**config.mk**
```make
export PLATFORM = sky130hd
export DESIGN_NAME = branch_predictor
export DESIGN_NICKNAME = d
export VERILOG_FILES = /design/src/rtl/branch_predictor.sv
export SDC_FILE = /design/constraint.sdc
export NUM_CORES = 1
export LEC_CHECK = 0
export ABC_CLOCK_PERIOD_IN_PS = 2100
export BUFFER_PORTS_ARGS = -buffer_cell sky130_fd_sc_hd__buf_2
export CORE_MARGIN = 2
export CORE_UTILIZATION = 41
export CTS_BUF_LIST = sky130_fd_sc_hd__clkbuf_4 sky130_fd_sc_hd__clkbuf_8
export CTS_CLUSTER_SIZE = 16
export DETAILED_ROUTE_END_ITERATION = 6
export HOLD_SLACK_MARGIN = 0.06
export PLACE_DENSITY = 0.67
export SYNTH_ARGS = -nofsm -noshare
export SYNTH_HDL_FRONTEND = slang
export SYNTH_SLANG_ARGS = --single-unit
```
**constraint.sdc**
```tcl
create_clock -name clk -period 2.1 [get_ports clk]
set_input_delay 0.105 -clock clk [delete_from_list [all_inputs] [get_ports clk]]
set_output_delay 0.105 -clock clk [all_outputs]
set_load 0.02 [all_outputs]
```
**src/rtl/branch_predictor.sv**
```systemverilog
// Direct-mapped table of 2-bit saturating counters consulted by ID and trained by EX,
// with resolved-branch and misprediction statistics for debug readout.
module branch_predictor #(
  parameter int          ENTRIES    = 16,
  parameter logic [1:0]  INIT_STATE = 2'b01
) (
  input  logic        clk,
  input  logic        reset,
  input  logic [31:0] i_lookup_pc,
  input  logic        i_lookup_branch,
  output logic        o_prediction,
  input  logic        i_update_valid,
  input  logic [31:0] i_update_pc,
  input  logic        i_update_taken,
  input  logic        i_update_mispredicted,
  output logic [31:0] o_branch_count,
  output logic [31:0] o_mispredict_count
);

  localparam int INDEX_BITS = $clog2(ENTRIES);

  logic [1:0]            counters [ENTRIES];
  logic [INDEX_BITS-1:0] lookup_index;
  logic [INDEX_BITS-1:0] update_index;
  logic [1:0]            update_current;
  logic [1:0]            update_next;
  logic                  unused_pc_bits;

  assign lookup_index = i_lookup_pc[INDEX_BITS+1:2];
  assign update_index = i_update_pc[INDEX_BITS+1:2];

  // Word-offset and tag bits play no part in indexing; tie them off explicitly.
  assign unused_pc_bits = ^{i_lookup_pc[31:INDEX_BITS+2], i_lookup_pc[1:0],
                            i_update_pc[31:INDEX_BITS+2], i_update_pc[1:0]};

  // Combinational read: a same-cycle update to this entry is not bypassed.
  assign o_prediction = reset & i_lookup_branch & counters[lookup_index][1];

  assign update_current = counters[update_index];

  always_comb begin
    update_next = update_current;
    if (i_update_taken) begin
      if (update_current != 2'b11) update_next = update_current + 2'd1;
    end else begin
      if (update_current != 2'b00) update_next = update_current - 2'd1;
    end
  end

  // Reset wins over any update presented in the same cycle.
  always_ff @(posedge clk) begin
    if (!reset) begin
      for (int i = 0; i < ENTRIES; i++) counters[i] <= INIT_STATE;
      o_branch_count     <= 32'd0;
      o_mispredict_count <= 32'd0;
    end else if (i_update_valid) begin
      counters[update_index] <= update_next;
      o_branch_count         <= o_branch_count + 32'd1;
      if (i_update_mispredicted) o_mispredict_count <= o_mispredict_count + 32'd1;
    end
  end

endmodule

```
==> impl_summary.txt, run 1 <==
----------------------------------------------------
[Run status]
  Run status ... finished with violations
  Failing checks ... negative setup slack

[CTS]
  CTS sink count ... between 90 and 100
  Clock latency at the later pin of the worst-skew pair ... between 300 and 400 ps
  H-tree depth reported by CTS ... 3
  CTS buffer count ... 9
  Clock tree from TritonCTS ... yes
  Clock transition at path regs ... about 100 ps
  Clock root buffer ... clkbuf_8
  Maximum buffer depth of the clock tree ... 2

[STA]
  Fmax ... approximately 460 MHz
  Transition time of the tightest slew-check pin ... approximately 810 ps
  Final setup vio count ... 26
  Max Transition Viols Final ... 0
  Period utilisation layout ... 103.4%
  Setup repair after global routing missed its margin ... true
  Clock skew ... between 10 and 15 ps
  Worst slew margin relative to its limit ... 46.07%
  Final hold viol count ... 0
  Post-layout worst setup margin ... -71.54 ps
  Post-layout min period ... 2172 ps
  Final Hold Slack ... 230.4 ps

[Drt]
  Number of antenna-violating nets in the routed design ... 0
  DR vias/cell ... 5.241
  Total number of vias ... 3,842
  # DRC ... 0
  Post-detailed-route wirelength per cell ... between 15 and 20 um
  Initial detailed-routing violation count ... around 180
  First-pass detailed-route iteration total ... 5
  Overall routed net length ... roughly 11,000 um

[Min path]
  Min-delay worst type ... in2reg
  Start point of the worst min-delay path ... i_update_valid

[Synth]
  #FFs+latches synth ... 96
  Yosys Warn Count ... 0
  Adder and majority gate portion of the synthesized area ... slightly above 1%
  Area contributors post-synth ... dfxtp_1 28%, edfxtp_1 21%, mux4_2 6.4%, nor2_1 6.3%, xnor2_1 5.6%
  Area fraction in compound gates after synthesis ... under 10%
  Area share of and/or/nand/nor cells after synthesis ... a little over a quarter
  Largest family of logic cells by synthesized area ... simple AND/OR/NAND/NOR gates
  Post-synth top area cell ... dfxtp_1
  Mean area per synthesized cell ... ~9.5 um2
  Syn_nets ... approximately 550
  Register area share after synthesis ... about half
  Area share of xor/xnor cells in the synthesized design ... about a tenth
  Proportion of netlist area held by the largest area contributor ... ~28%
  Post-Synthesis Cell Area ... between 4000 and 5000 um2
  Multiplexer area fraction after synthesis ... 6.849%
  Post-synthesis instance total ... roughly 480
  Count of distinct cell types in the synthesized netlist ... 38

[Setup path]
  Slowest stage delay, CP ... 510 ps
  Element type at the critical path end ... primary output
  Top delay family on crit path ... multiplexers
  Top fanout value on the critical path ... 2
  Arrival @ worst endpoint ... roughly 2100 ps
  Cell mode on critical path ... mux4_2
  Launch point of the critical path ... counters[7][1]
  Endpoint required time on the critical path ... around 2000 ps
  Startpoint type of the worst setup path ... register
  Cells along the critical path ... mux4_2 > mux4_2 > and3_4 > buf_6
  Critical path buffer and inverter count ... 1
  Slowest-stage cell, CP ... mux4_2
  Launching point of the worst reg2reg path ... counters[7][1]
  Type of the worst setup path ... reg2out

[Cells and area]
  Net total in the final layout ... 660
  Synthesis-to-layout area growth ... 27.07%
  Inserted Diodes ... 0
  Fraction of layout cells with a size suffix above 1 ... 33.05%
  Final instance area ... between 5000 and 6000 um2

[Power and ir drop]
  Fraction of power consumed by the clock network ... a little over a third
  NetSw ... 887.4 uW
  Sw Share ... around 25%
  Part of the total power dissipated in combinational logic ... 9.4%
  Pleak ... 0.002181 uW
  Internal power ... 2653 uW
  Fraction of power consumed by sequential logic ... 55.2%
  Total power density per cell area ... just over 600 nW/um2
  Worst supply voltage drop on vdd ... a little over 0.3 mV

[Placed design]
  Number of port buffers ... just under 80
  Instance area at placement ... about 5400 um2
  Worst Setup Slack post-DPL ... 16.58 ps
  HPWL Detailed ... between 7000 and 8000 um
  Placer Congestion ... 0.8137

[Global route]
  Vias in the first global route ... 3,645
  Number of antenna violations at the first check in global routing ... 0
  GRT overflow ... 0
  Pin count of the biggest net entering global routing ... 49
  Total global-route track usage ... between 10% and 20%
  First-pass GRT wire length ... ~17,000 um

[Flow run]
  # Max-Cap Violations ... 0

[Floorplan]
  Vertical die dimension ... between 100 and 150 um
  Placeable core region ... between 10,000 and 15,000 um2
  Top Ports ... about 140
  Chip width ... ~110 um
  Standard-cell rows ... 38
  Initial cell density of the core ... between 40 and 50%
  Die area ... about 12,000 um2

----------------------------------------------------
## final cells by class
cell class | instances | area [um2]
clock buffers | 10 | 131.4
clock inverters | 6 | 68.82
fillers | 1012 | 5037
inverters | 12 | 45.04
multi-input cells | 348 | 2357
flip-flops and latches | 96 | 2242
well taps | 140 | 175.2
repair buffers | 121 | 783.3
## timing repair
action,4_1_cts,5_1_grt
buffers inserted,1,0
hold buffers,1,0
endpoints found under the setup margin,1,44
gates cloned,0,1
hold endpoints to repair,1,0
resized for setup,4,46
pin swaps,2,4
## path summary, 6_finish.rpt
kind                                               to  depth (start not counted)  slack (ps)
worst min register to register     o_branch_count[31]                          2         490
worst max register to register        counters[15][1]                          8         -40
worst min-delay path            o_mispredict_count[1]                          4         230
worst max-delay path                     o_prediction                          4         -70
## registers in the layout, summed over array words and instances (netlist names)
signal / count
counters: 32
o_branch_count: 32
o_mispredict_count: 32
## synth_stat cells
master and count:
nor2b_1 4, and3_2 1, ha_1 2, xnor2_1 29, buf_2 4, xor2_1 22, mux2i_1 2, and2_1 2
clkbuf_1 15, buf_4 2, maj3_2 1, nor3_1 11, nor4_1 12, inv_1 11, o21ai_0 10, or2_2 1
and3_1 6, nor3b_1 1, nand2_1 58, nand3_4 1, nor2_1 77, nand2b_1 5, a22oi_1 1, and4_1 7
nand4_1 17, inv_2 1, mux4_2 13, buf_6 1, or4_1 3, nand3_1 38, nand4_4 1, nor4b_1 1
edfxtp_1 32, maj3_1 1, dfxtp_1 64, a21oi_1 11, buf_1 1, or3_1 10
## power by group through the flow
stage	Clock, uW	Sequential [uW]	Combinational [uW]
global route	1360	1960	357
floorplan	0	2000	150
detailed placement	0	2000	270
finish	1250	1950	333
global placement	0	2000	262
CTS	1290	1950	278
## worst min-delay path, cell delays in order
cell,delay [ps]
buf_2,120
buf_4,180
nand3_1,80
a21oi_1,60
## per-layer routing
metal	wire [um]	track usage [%]	vias to the layer above	share of wire, %
li1	-	-	1883	-
met1	4832	23.27	1867	44
met2	5578	31.31	81	51
met3	456	2.667	11	4.1
met4	140	7.595	0	1.3
met5	0	0	-	0
## placed cells by master, fill, tap and decap left out, types with 3 or more instances in the layout
cell type   n
a21oi_1    11
and3_1      4
and4_1      7
buf_2      77
buf_4      36
clkbuf_8    9
dfxtp_1    64
edfxtp_1   32
inv_1      11
mux4_2     13
nand2_1    58
nand2b_1    3
nand3_1    27
nand3_2    11
nand4_1    17
nor2_1     62
nor2_2     13
nor2b_1     4
nor3_1     10
nor4_1      7
nor4_2      5
o21ai_0    10
or3_1      10
xnor2_1    29
xor2_1     22
## through the flow
| stage | std cells | utilization, % | power, uW | TNS, ps |
|---|---|---|---|---|
| after detailed placement | 714 | 49.37 | 2267 | 0 |
| after global placement | 714 | 49.37 | 2257 | 0 |
| final | 733 | 53.53 | 3540 | -724.4 |
| after global routing | 733 | 53.53 | 3678 | -2905 |
| after CTS | 732 | 51.52 | 3523 | -165.7 |
| after floorplan | 479 | - | 2152 | 0 |
## kinds of logic after synthesis
| logic type | Yosys count |
|---|---|
| flip-flops | 96 |
| buffers and inverters | 35 |
| adder cells (fa/ha/maj) | 4 |
| AO/OA/AOI/OAI | 22 |
| multiplexers | 15 |
| AND/OR/NAND/NOR | 256 |
| XOR/XNOR | 51 |
Power figures use the tool's default switching activity.
==> inputs of run 2 (changes only) <==
- ABC_AREA: not set -> 1
- PLACE_DENSITY: 0.67 -> 0.66
==> run 2 against run 1 <==
  * The flow now finishes without violations
  * Via count grew 24%
  * Combinational power shrank 15%
  * Non-clock buffer count shrank 33
  * Sequential power is essentially flat
  * Synthesized cell count grew 56%
  * Die area grew 13%
  * Critical path depth grew 6
  * Utilization shrank 4.8 points
  * Worst setup slack gained 410 ps
  * Global-route usage grew 0.61 points
  * Fmax grew 23%
  * Sequential cell count is the same
  * Highest routed layer unchanged
==> impl_summary.txt, run 2 <==
----------------------------------------------------
[Run status]
  Run status ... completed

[Placed design]
  Placer Congestion ... roughly 0.9
  HPWL Detailed ... a little over 9000 um
  Number of port buffers ... 78
  Worst Setup Slack post-DPL ... around 230 ps
  Total placed cells including tap cells ... 985

[Synth]
  #FFs+latches synth ... 96
  Proportion of netlist area held by the largest area contributor ... approximately a quarter
  Syn_nets ... around 820
  Post-Synthesis Cell Area ... roughly 5200 um2
  Top-count cell post-synth ... nand2_1
  Cell types with the highest counts after synthesis ... 179 x nand2_1, 127 x nor2_1, 117 x inv_1
  Count of flip-flops with a built-in enable after synthesis ... 32
  Share of synthesized flip-flops with an asynchronous set or reset ... 0%
  Count of distinct cell types in the synthesized netlist ... 36
  Post-synthesis instance total ... about 750
  Leading register cell type out of synthesis ... dfxtp_1
  Area contributors post-synth ... dfxtp_1 25%, edfxtp_1 19%, nand2_1 13%, nor2_1 9.2%, inv_1 8.5%
  Post-synth top area cell ... dfxtp_1
  Yosys Warn Count ... 0
  Register area share after synthesis ... 43.42%
  Mean area per synthesized cell ... 6.931 um2

[Setup path]
  Slowest stage delay, CP ... roughly 380 ps
  Type of the worst setup path ... reg2reg
  Endpoint required time on the critical path ... approximately 2200 ps
  Cell mode on critical path ... nand2_1
  Element type at the critical path end ... register
  Critical path buffer and inverter count ... 1
  Cells along the critical path ... inv_1 > o21ai_0 > nand2_1 > nand2_1 > nand2_1 > nand2_1 > nor2_1 > nand2_1 > nand2_2 > nand3_1
  Top fanout value on the critical path ... 16
  Arrival @ worst endpoint ... about 1900 ps
  Startpoint type of the worst setup path ... register
  Slowest-stage cell, CP ... edfxtp_1
  Top delay family on crit path ... simple AND/OR/NAND/NOR gates

[Cells and area]
  Registers with the most flip-flops ... counters x32, o_branch_count x32, o_mispredict_count x32
  Net total in the final layout ... between 900 and 1,000
  Most common cell after layout, fill and taps aside ... nand2_1
  Synthesis-to-layout area growth ... 14.71%
  Post-layout instance count excluding filler cells ... 1,002
  Commonest cells after routing, fill and taps aside ... 179 x nand2_1, 127 x nor2_1, 117 x inv_1
  Post-route core utilization ... between 40% and 50%
  Fraction of layout cells with a size suffix above 1 ... roughly 15%

[Power and ir drop]
  Tot Pwr ... between 3000 and 4000 uW
  Fraction of power consumed by sequential logic ... 58.7%
  Worst supply voltage drop on vdd ... between 0.2 and 0.25 mV
  Part of the total power dissipated in combinational logic ... under 10%
  Fraction of power consumed by the clock network ... about a third
  Sw Share ... approximately a quarter
  Pleak ... 0.002497 uW
  Internal power ... 2460 uW
  Total power density per cell area ... between 500 and 600 nW/um2
  NetSw ... 869.3 uW

[Floorplan]
  Vertical die dimension ... around 120 um
  Die area ... approximately 14,000 um2
  Chip width ... between 100 and 150 um
  Placeable core region ... roughly 12,000 um2
  Standard-cell rows ... 40
  Initial cell density of the core ... a little over two fifths
  Top Ports ... ~140

[Drt]
  Post-detailed-route wirelength per cell ... 12.28 um
  Overall routed net length ... around 12,000 um
  Initial detailed-routing violation count ... between 200 and 250
  Total number of vias ... around 4,800
  # DRC ... 0
  Number of antenna-violating nets in the routed design ... 0
  First-pass detailed-route iteration total ... 5
  DR vias/cell ... between 4 and 5

[STA]
  Clock skew ... around 12 ps
  Transition time of the tightest slew-check pin ... ~370 ps
  Setup repair after global routing missed its margin ... false
  Max Transition Viols Final ... 0
  Setup TNS ... 0 ps
  Worst slew margin relative to its limit ... between 70% and 80%
  Final hold viol count ... 0
  Post-layout min period ... around 1800 ps
  Final setup vio count ... 0
  Period utilisation layout ... 83.78%
  Fmax ... 568.4 MHz
  Post-layout worst setup margin ... 340.7 ps

[Global route]
  Pin count of the biggest net entering global routing ... 26
  Number of antenna violations at the first check in global routing ... 0
  Total global-route track usage ... between 10% and 20%
  GRT overflow ... 0
  Vias in the first global route ... 4,264
  First-pass GRT wire length ... 19,870 um

[CTS]
  Post-cts gate resize count ... 0
  CTS buffer count ... 9
  Clock transition at path regs ... roughly 90 ps
  Clock root buffer ... clkbuf_8
  CTS sink count ... 96
  Maximum buffer depth of the clock tree ... 2
  Clock latency at the later pin of the worst-skew pair ... between 300 and 400 ps
  H-tree depth reported by CTS ... 3
  Clock tree from TritonCTS ... yes

[Min path]
  Min-delay worst type ... in2reg

[Flow run]
  # Max-Cap Violations ... 0

----------------------------------------------------
## run 2: cells by family after synthesis
| kind of cell | after synthesis | synth area share [%] |
|---|---|---|
| AND/OR/NAND/NOR | 419 | 35.13 |
| flip-flops | 96 | 43.42 |
| XOR/XNOR | 10 | 1.696 |
| buffers and inverters | 136 | 10.52 |
| AO/OA/AOI/OAI | 82 | 8.747 |
| adder cells (fa/ha/maj) | 2 | 0.4845 |
## run 2: power groups by stage
stage	logic, uW	registers, uW	clock network, uW
global route	317	1960	1200
finish	282	1950	1090
floorplan	193	2000	0
detailed placement	279	2000	0
global placement	277	2000	0
CTS	281	1950	1130
## run 2: layer usage
metal	up-vias	GRT usage [%]	share of wire [%]
li1	2526	-	-
met1	2122	25.27	48
met2	104	30.31	44
met3	16	3.529	5.7
met4	0	8.175	2.0
met5	-	0	0
## run 2: worst paths after layout
kind,start,to,slack (ps),depth (start not counted)
max,counters[12][1],counters[5][0],340,10
min,reset,o_branch_count[18],140,3
max reg2reg,counters[12][1],counters[5][0],340,10
min reg2reg,o_branch_count[20],o_branch_count[20],480,2
## run 2: per-stage QoR
stage / instance area, um2 / hold WS, ps
after floorplan: 5164 / 294.0
after CTS: 5921 / 106.4
after global placement: 5743 / 455.5
after detailed placement: 5743 / 470.6
after global routing: 5921 / 116.6
final: 5923 / 137.6
## run 2: worst reg2reg max path, cell delays in order (launching register included)
cell and delay, ps:
edfxtp_1 380, inv_1 80, o21ai_0 80, nand2_1 80, nand2_1 60, nand2_1 90, nand2_1 100, nor2_1 90
nand2_1 110, nand2_2 280, nand3_1 130
## run 2: timing repair
item                                    in CTS  in global routing
hold buffers                                 1                  0
endpoints found under the setup margin       0                  0
setup buffers                                0                  0
endpoints found under the hold margin        1                  0
## run 2: layout make-up
cell class	count	area, um2
fillers	1244	6238
multi-input cells	513	2379
flip-flops and latches	96	2242
repair buffers	88	467.9
inverters	121	454.2
well taps	168	210.2
clock buffers	10	131.4
clock inverters	5	36.28
diodes	1	2.502
==> inputs of run 3 (changes only) <==
- ABC_AREA: 1 -> 0
- ABC_CLOCK_PERIOD_IN_PS: 2100 -> 1480
- PLACE_DENSITY: 0.66 -> 0.69
- clock period: 2.1 -> 1.48 ns (I/O delays scaled with it)
==> run 3 against run 2 <==
  * The run now ends with negative setup slack left
  * Clock skew is 2.3 ps lower
  * Utilization is 15 points higher
  * Critical path depth is 6 lower
  * Die area is 11% lower
  * Register-to-register slack worse by 980 ps
  * Total power is 45% higher
  * First-iteration DRC count is 18% lower
==> impl_summary.txt, run 3 (same netlist as run 1, synthesis figures left out) <==
----------------------------------------------------
[STA]
  Final Hold Slack ... about 110 ps
  Post-layout min period ... 2137 ps
  Final hold viol count ... 0
  Clock skew ... about 9.6 ps
  Transition time of the tightest slew-check pin ... 418.1 ps
  Max Transition Viols Final ... 0
  Period utilisation layout ... 144.4%
  Final setup vio count ... 50
  Post-layout worst setup margin ... -657.4 ps
  Fmax ... roughly 470 MHz
  Setup repair after global routing missed its margin ... true
  Worst slew margin relative to its limit ... between 70 and 80%

[Placed design]
  Number of port buffers ... a little under 80
  Instance area at placement ... 6190 um2
  Placer Congestion ... approximately 0.82
  Worst Setup Slack post-DPL ... -476.3 ps
  HPWL Detailed ... about 8300 um

[CTS]
  CTS sink count ... 96
  CTS hold repair buffers ... 0
  H-tree depth reported by CTS ... 3
  Maximum buffer depth of the clock tree ... 2
  Clock tree from TritonCTS ... yes
  CTS buffer count ... 9
  Clock latency at the later pin of the worst-skew pair ... 370 ps
  Clock root buffer ... clkbuf_8
  Clock transition at path regs ... approximately 100 ps

[Drt]
  Initial detailed-routing violation count ... about 190
  # DRC ... 0
  Number of antenna-violating nets in the routed design ... 0
  Total number of vias ... around 4,200
  Overall routed net length ... 12,170 um
  DR vias/cell ... roughly 5.2
  Post-detailed-route wirelength per cell ... around 15 um
  First-pass detailed-route iteration total ... 4

[Setup path]
  Endpoint required time on the critical path ... 1410 ps
  Top fanout value on the critical path ... 2
  Element type at the critical path end ... primary output
  Startpoint type of the worst setup path ... register
  Type of the worst setup path ... reg2out
  Arrival @ worst endpoint ... slightly above 2000 ps

[Power and ir drop]
  NetSw ... between 1000 and 1500 uW
  Tot Pwr ... around 4800 uW
  Total power density per cell area ... ~700 nW/um2
  Fraction of power consumed by the clock network ... around a third
  Pleak ... 0.002916 uW
  Sw Share ... roughly 26%
  Fraction of power consumed by sequential logic ... 56.5%
  Part of the total power dissipated in combinational logic ... ~11%
  Internal power ... around 3600 uW
  Worst supply voltage drop on vdd ... ~0.36 mV

[Min path]
  Min-delay worst type ... in2reg

[Global route]
  First-pass GRT wire length ... ~19,000 um
  Number of antenna violations at the first check in global routing ... 0
  Vias in the first global route ... 4,093
  GRT overflow ... 0
  Pin count of the biggest net entering global routing ... 26
  Total global-route track usage ... 20.39%

[Cells and area]
  Inserted Diodes ... 0
  Post-route core utilization ... a little under two thirds
  Registers with the most flip-flops ... counters x32, o_branch_count x32, o_mispredict_count x32
  Fraction of layout cells with a size suffix above 1 ... 51.50%
  Synthesis-to-layout area growth ... 51.01%
  Commonest cells after routing, fill and taps aside ... 99 x buf_4, 77 x buf_2, 61 x nor2_1
  Net total in the final layout ... between 700 and 800
  Most common cell after layout, fill and taps aside ... buf_4
  Final instance area ... ~6900 um2

[Floorplan]
  Top Ports ... between 100 and 150
  Standard-cell rows ... 38
  Vertical die dimension ... approximately 110 um
  Placeable core region ... approximately 11,000 um2
  Die area ... about 12,000 um2
  Chip width ... between 100 and 150 um
  Initial cell density of the core ... 42.13%

[Run status]
  Run status ... finished with violations
  Failing checks ... negative setup slack

[Flow run]
  # Max-Cap Violations ... 0

----------------------------------------------------
## run 3: changes by cell type in the layout (fill, tap and decap cells not counted), sizes merged, moves of 9 or more
cell   delta
mux4     +13
nand3    -10
nor2     -57
buf     +106
nor3     -15
o21ai    -29
a21oi    -19
nand2   -130
xor2     +14
or3      +10
xnor2    +27
nor4      +9
inv     -106
## run 3: final timing paths
check                           endpoint  cells after the start              startpoint  slack, ps
hold reg to reg   o_mispredict_count[31]                      2  o_mispredict_count[31]        500
setup reg to reg          counters[3][1]                      7          counters[0][1]       -640
hold / removal     o_mispredict_count[1]                      4   i_update_mispredicted        110
setup / recovery            o_prediction                      4         counters[11][1]       -660
## run 3: area by class of cell
type | count | area [um2]
Inverter | 12 | 45.04
Tap cell | 140 | 175.2
Sequential cell | 96 | 2349
Multi-Input combinational cell | 348 | 2744
Timing Repair Buffer | 194 | 1414
Fill cell | 876 | 3944
Clock buffer | 11 | 138.9
Clock inverter | 5 | 31.28
## run 3: through the flow
stage          cells  TNS (ps)
2_1_floorplan    479    -14610
3_3_place_gp     781    -19710
3_5_place_dp     781    -21040
4_1_cts          802    -20820
5_1_grt          806    -27060
6_report         806    -23920
## run 3: layer usage
layer | routed length (um) | track usage, % | vias to the layer above | part of all wire [%]
li1 | - | - | 2052 | -
met1 | 5088 | 24.85 | 2038 | 42
met2 | 6250 | 35.32 | 107 | 51
met3 | 603 | 3.734 | 20 | 5.0
met4 | 228 | 8.590 | 0 | 1.9
met5 | 0 | 0 | - | 0
## run 3: power groups by stage
stage | combinational [uW] | sequential, uW | clock [uW]
floorplan | 227 | 2800 | 0
global placement | 418 | 2790 | 0
detailed placement | 430 | 2790 | 0
CTS | 472 | 2730 | 1620
global route | 569 | 2740 | 1720
finish | 537 | 2730 | 1570
## run 3: worst max-delay path, stage by stage (launching register included)
cell and delay (ps):
edfxtp_1 430, mux4_2 500, mux4_2 470, and3_4 180, buf_6 120
## run 3: timing repair
action / in CTS / in global routing
pin swaps: 15 / 25
gates cloned: 1 / 1
endpoints found under the setup margin: 60 / 73
buffers inserted: 5 / 7
resized for setup: 29 / 75
